<file path="src/rtl/mux_sel_sequencer_pkg.sv">
// Shared types and helpers for the mux select-line sequencer.
// State encoding, channel sizing and the one-hot channel decode.
package mux_sel_pkg;

    typedef enum logic {
        MANUAL = 1'b0,
        AUTO   = 1'b1
    } state_e;

    localparam int CH_W = 2;
    localparam int CH_N = 4;

    function automatic logic [CH_N-1:0] ch_onehot(input logic [CH_W-1:0] ch);
        logic [CH_N-1:0] oh;
        oh     = '0;
        oh[ch] = 1'b1;
        return oh;
    endfunction

endpackage

</file>
<file path="src/rtl/mux_sel_sequencer_btn_debounce.sv">
// Push-button conditioner: 2-flop synchroniser, stability counter and a
// one-cycle press pulse on the rising edge of the debounced level.
module btn_debounce #(
    parameter int DEBOUNCE_CYCLES = 1000000
) (
    input  logic clk,
    input  logic rst,
    input  logic raw_i,
    output logic stable_o,
    output logic press_o
);

    localparam int CNT_W = (DEBOUNCE_CYCLES > 1) ? $clog2(DEBOUNCE_CYCLES) : 1;
    localparam logic [CNT_W-1:0] CNT_LAST = CNT_W'(DEBOUNCE_CYCLES - 1);

    logic             sync1_q;
    logic             sync2_q;
    logic             stable_q;
    logic             press_q;
    logic [CNT_W-1:0] cnt_q;

    always_ff @(posedge clk) begin
        if (rst) begin
            sync1_q  <= 1'b0;
            sync2_q  <= 1'b0;
            stable_q <= 1'b0;
            press_q  <= 1'b0;
            cnt_q    <= '0;
        end else begin
            sync1_q <= raw_i;
            sync2_q <= sync1_q;
            press_q <= 1'b0;
            // Any agreeing sample restarts the stability window.
            if (sync2_q == stable_q) begin
                cnt_q <= '0;
            end else if (cnt_q == CNT_LAST) begin
                stable_q <= sync2_q;
                press_q  <= sync2_q;
                cnt_q    <= '0;
            end else begin
                cnt_q <= cnt_q + CNT_W'(1);
            end
        end
    end

    assign stable_o = stable_q;
    assign press_o  = press_q;

endmodule

</file>
<file path="src/rtl/mux_sel_sequencer.sv">
// Select-line sequencer for the 4:1 mux: debounced next/prev stepping or
// timed auto-scan. Auto-scan is built only when MUX_SEL_AUTO_SCAN_EN is defined.
module mux_sel_sequencer
    import mux_sel_pkg::*;
#(
    parameter int DEBOUNCE_CYCLES = 1000000,
    parameter int SCAN_DIV        = 100000000
) (
    input  logic            clk,
    input  logic            rst,
    input  logic            btn_next,
    input  logic            btn_prev,
    input  logic            mode,
    output logic            s0,
    output logic            s1,
    output logic [CH_N-1:0] led_ch,
    output logic            chg_pulse,
    output state_e          dbg_state_o
);

    logic            next_ev;
    logic            prev_ev;
    logic            next_stable_unused;
    logic            prev_stable_unused;
    logic            manual_en;
    logic            scan_step;
    logic [CH_W-1:0] sel_q;
    logic [CH_W-1:0] sel_d;
    logic [CH_N-1:0] led_q;
    logic            chg_q;

    btn_debounce #(.DEBOUNCE_CYCLES(DEBOUNCE_CYCLES)) u_next (
        .clk      (clk),
        .rst      (rst),
        .raw_i    (btn_next),
        .stable_o (next_stable_unused),
        .press_o  (next_ev)
    );

    btn_debounce #(.DEBOUNCE_CYCLES(DEBOUNCE_CYCLES)) u_prev (
        .clk      (clk),
        .rst      (rst),
        .raw_i    (btn_prev),
        .stable_o (prev_stable_unused),
        .press_o  (prev_ev)
    );

`ifdef MUX_SEL_AUTO_SCAN_EN
    localparam int PS_W = $clog2(SCAN_DIV);
    localparam logic [PS_W-1:0] PS_LAST = PS_W'(SCAN_DIV - 1);

    logic            mode_s1_q;
    logic            mode_s2_q;
    logic [PS_W-1:0] presc_q;
    state_e          state_q;

    // Buttons follow the synchronised mode level, so an event on the entry
    // edge into AUTO is dropped and one on the entry edge into MANUAL applies.
    assign manual_en = ~mode_s2_q;
    assign scan_step = mode_s2_q && (state_q == AUTO) && (presc_q == PS_LAST);

    always_ff @(posedge clk) begin
        if (rst) begin
            mode_s1_q <= 1'b0;
            mode_s2_q <= 1'b0;
            presc_q   <= '0;
            state_q   <= MANUAL;
        end else begin
            mode_s1_q <= mode;
            mode_s2_q <= mode_s1_q;
            case (state_q)
                MANUAL: begin
                    if (mode_s2_q) begin
                        state_q <= AUTO;
                        presc_q <= '0;
                    end
                end
                AUTO: begin
                    if (!mode_s2_q) begin
                        state_q <= MANUAL;
                    end else if (presc_q == PS_LAST) begin
                        presc_q <= '0;
                    end else begin
                        presc_q <= presc_q + PS_W'(1);
                    end
                end
            endcase
        end
    end

    assign dbg_state_o = state_q;
`else
    localparam int scan_div_unused = SCAN_DIV;
    logic mode_unused;

    assign mode_unused = mode;
    assign manual_en   = 1'b1;
    assign scan_step   = 1'b0;
    assign dbg_state_o = MANUAL;
`endif

    always_comb begin
        sel_d = sel_q;
        if (manual_en) begin
            if (next_ev && !prev_ev) begin
                sel_d = sel_q + CH_W'(1);
            end else if (prev_ev && !next_ev) begin
                sel_d = sel_q - CH_W'(1);
            end
        end else if (scan_step) begin
            sel_d = sel_q + CH_W'(1);
        end
    end

    always_ff @(posedge clk) begin
        if (rst) begin
            sel_q <= '0;
            led_q <= CH_N'(1);
            chg_q <= 1'b0;
        end else begin
            sel_q <= sel_d;
            led_q <= ch_onehot(sel_d);
            chg_q <= (sel_d != sel_q);
        end
    end

    assign s0        = sel_q[0];
    assign s1        = sel_q[1];
    assign led_ch    = led_q;
    assign chg_pulse = chg_q;

endmodule
</file>
<file path="config.mk">
export PLATFORM = sky130hd
export DESIGN_NAME = mux_sel_sequencer
export DESIGN_NICKNAME = d
export VERILOG_FILES = /design/src/rtl/mux_sel_sequencer_pkg.sv /design/src/rtl/mux_sel_sequencer_btn_debounce.sv /design/src/rtl/mux_sel_sequencer.sv
export SDC_FILE = /design/constraint.sdc
export NUM_CORES = 1
export LEC_CHECK = 0
export ABC_CLOCK_PERIOD_IN_PS = 4200
export BUFFER_PORTS_ARGS = -buffer_cell sky130_fd_sc_hd__buf_2
export CORE_UTILIZATION = 30
export CTS_CLUSTER_SIZE = 30
export DETAILED_ROUTE_END_ITERATION = 7
export GPL_ROUTABILITY_DRIVEN = 0
export HOLD_SLACK_MARGIN = 0.05
export PLACE_DENSITY = 0.49
export SLEW_MARGIN = 20
export SYNTH_ARGS = -nofsm -noshare
export SYNTH_HDL_FRONTEND = slang
export SYNTH_SLANG_ARGS = --single-unit
</file>
<file path="constraint.sdc">
create_clock -name clk -period 4.2 [get_ports clk]
set_clock_uncertainty 0.15 [all_clocks]
set_input_delay 0.63 -clock clk [delete_from_list [all_inputs] [get_ports clk]]
set_output_delay 0.63 -clock clk [all_outputs]
set_load 0.05 [all_outputs]
</file>
==> key figures <==
Run status
  – Status: finished clean

Global routing
  – Initial antenna violation count: 0
  – Vias in the first global route: 1594
  – Pin count of the biggest net entering global routing: 21
  – Gr usage total: 10.7%
  – Grt ovf: 0
  – First-pass GRT wire length: 7.22 mm

Clock network
  – Num CTS Buffers: 5
  – Post-CTS sizing: 0
  – CTS Hold Bufs: 0
  – Root buffer cell: clkbuf_8
  – Max Root-Sink Buffers: 2
  – Clk sink count: 55
  – CTS tree: built
  – H-tree Lvls: 2
  – Setup Buffers After CTS: 0
  – Clk pin slew, worst setup/hold paths: 100 ps
  – Clk Latency, worst-skew pair: 310 ps

Floorplan
  – Core footprint: 0.00741 mm2
  – Die Wd: 90.4 um
  – Die area: 0.00817 mm2
  – Starting Density: 31.7%
  – Row count: 31
  – Die H: 90.4 um
  – I/O pins: 13

Setup path
  – Crit path DAT: 2330 ps
  – Worst path max stage delay: 600 ps
  – Max stage delay cell, worst path: or4_4
  – Crit Path Class: reg2reg
  – Buf/Inv on CP: 0
  – Req. time, crit path: 4230 ps
  – Startpoint Class: register
  – Critical-path cell list: or4_1, or4_4, o21ai_4, nor2_1
  – CP endpoint kind: register
  – Largest fanout on the critical path: 19
  – Crit-path leading delay family: simple AND/OR/NAND/NOR gates

Final layout
  – Nets: 281
  – Layout area overhead: 11.7%
  – Antenna Cells: 0
  – Fraction of layout cells with a size suffix above 1: 10.2%

Pwr
  – Max IR drop VDD: 0.120 mV
  – Tot Pwr: 950 uW
  – Lkg Pwr: 0.000777 uW
  – Cell Pwr Density: 362 mW/mm2

Timing
  – RSZ-0062 raised after global routing: false
  – Final setup fails: 0
  – Slew headroom: 60.2%
  – Fin crit share: 54.8%
  – Fmax: 435 MHz
  – Final Hold Viols: 0
  – Min cycle time layout: 2300 ps
  – TNS Setup: 0 ps
  – Pins Over Slew Limit: 0
  – Worst-Margin Slew: 592 ps
  – Fin worst setup slack: 1900 ps

Logic synthesis
  – Syn nets: 271
  – Synth Register Bits: 55
  – Cell count after synthesis: 264
  – YS warnings: 0
  – Mapped Area: 0.00234 mm2
  – Avg Inst Size Synth: 8.88 um2
  – Seq/Total Area, Yosys: 47.0%
  – Unique masters post-synth: 39

Job
  – MaxCap Viol Count: 0

Place
  – IO Port Bufs: 10
  – Pre-CTS WS: 1870 ps
  – Placed wire-length estimate: 2.87 mm

Drt
  – Vias/cell: 4.77
  – Vias after detailed routing: 1784
  – Routed Antenna Nets: 0
  – Drt drc: 0
  – Routed wire per std cell: 11.1 um
  – First drt pass iteration count: 4
  – Routed WL: 4.15 mm
  – DRT iter0 DRCs: 57

Worst hold path
  – Min-delay worst type: reg2reg
## synthesized netlist by cell type, drive strengths merged
cell / number / area (um2)
dfxtp: 55 / 1100
or4bb: 1 / 11.3
or3b: 1 / 8.76
nand3: 13 / 70.1
clkbuf: 5 / 18.8
o21ba: 1 / 10.0
nand2: 11 / 41.3
xnor2: 20 / 175
or2: 1 / 6.26
nor2: 38 / 143
xor2: 10 / 87.6
nor4b: 2 / 17.5
o21ai: 10 / 61.3
a21oi: 13 / 65.1
a31o: 1 / 8.76
buf: 3 / 23.8
or4: 9 / 71.3
or3: 9 / 57.6
o21a: 2 / 15.0
and3b: 1 / 8.76
nand4: 10 / 62.6
inv: 11 / 41.3
nor3: 11 / 55.1
nor2b: 4 / 25.0
o31ai: 4 / 30.0
conb: 1 / 3.75
nor3b: 2 / 15.0
and2: 3 / 18.8
and4: 1 / 8.76
and3: 3 / 20.0
ha: 2 / 25.0
nor4: 6 / 37.5
## layout make-up
class | count | area, um2
Sequential cell | 55 | 1100
Tap cell | 99 | 124
Clock buffer | 5 | 68.8
Timing Repair Buffer | 11 | 57.6
Multi-Input combinational cell | 190 | 1160
Clock inverter | 3 | 67.6
Fill cell | 777 | 4790
Inverter | 11 | 41.3
## routing by layer
layer	vias up	wire (um)	part of all wire, %	global-route usage (%)
met5	-	0	0	0
met4	0	44	1.1	3.90
met3	5	109	2.6	2.78
met2	20	1830	44	16.9
met1	820	2170	52	13.9
li1	939	-	-	-
## state kept, by name, indices dropped and copies added, names as in the netlist
| name | count |
|---|---|
| u_next.stable_o | 1 |
| led_ch | 4 |
| u_prev.cnt_q | 20 |
| u_prev.stable_o | 1 |
| u_next.press_o | 1 |
| u_prev.press_o | 1 |
| u_prev.sync1_q | 1 |
| u_next.sync1_q | 1 |
| sel_q | 2 |
| u_prev.sync2_q | 1 |
| u_next.cnt_q | 20 |
| chg_pulse | 1 |
| u_next.sync2_q | 1 |
## power by group
part	switching [uW]	internal (uW)	leakage (uW)
Clock	174	238	0.0000644
Sequential	1.38	523	0.000444
Combinational	8.88	3.82	0.000269
## kinds of logic (layout without fill, tap and decap cells)
family / after synthesis / after routing / synth area share [%]
AO/OA/AOI/OAI: 31 / 31 / 8.11
XOR/XNOR: 30 / 30 / 11.2
adder cells (fa/ha/maj): 2 / 2 / 1.07
buffers and inverters: 19 / 30 / 3.58
flip-flops: 55 / 55 / 47.0
other: 1 / 1 / 0.160
AND/OR/NAND/NOR: 126 / 126 / 28.9
## cells in the final DEF (no fill, tap or decap), types with 2 or more instances in the layout
master	Yosys	routed
dfxtp_1	55	55
nor2_1	38	38
xnor2_1	20	20
a21oi_1	13	13
nand3_1	12	12
inv_1	11	11
nor3_1	11	11
nand2_1	11	11
nand4_1	10	10
xor2_1	10	10
buf_2	1	10
or4_1	8	8
o21ai_0	9	8
or3_1	8	8
nor4_1	6	6
clkbuf_8	0	5
nor2b_1	4	4
o31ai_1	4	4
and2_1	3	3
nor4b_1	2	2
and3_1	2	2
nor3b_1	2	2
o21a_1	2	2
ha_1	2	2
bufinv_16	0	2
## stage by stage
step | utilization, % | cells | cell area, um2 | hold slack, ps
floorplan | - | 264 | 2340 | 264
global placement | 33.5 | 366 | 2480 | 269
detailed placement | 33.5 | 366 | 2480 | 278
CTS | 35.4 | 374 | 2620 | 303
global route | 35.4 | 374 | 2620 | 328
finish | 35.4 | 374 | 2620 | 293
## worst paths after layout
| kind | start | end | slack (ps) | cells past startpoint |
|---|---|---|---|---|
| max | u_prev.cnt_q[10] | u_prev.cnt_q[2] | 1900 | 4 |
| min | u_next.sync1_q | u_next.sync2_q | 290 | 1 |
| max reg2reg | u_prev.cnt_q[10] | u_prev.cnt_q[2] | 1900 | 4 |
| min reg2reg | u_next.sync1_q | u_next.sync2_q | 290 | 1 |
(Power assumes the default switching activity.)
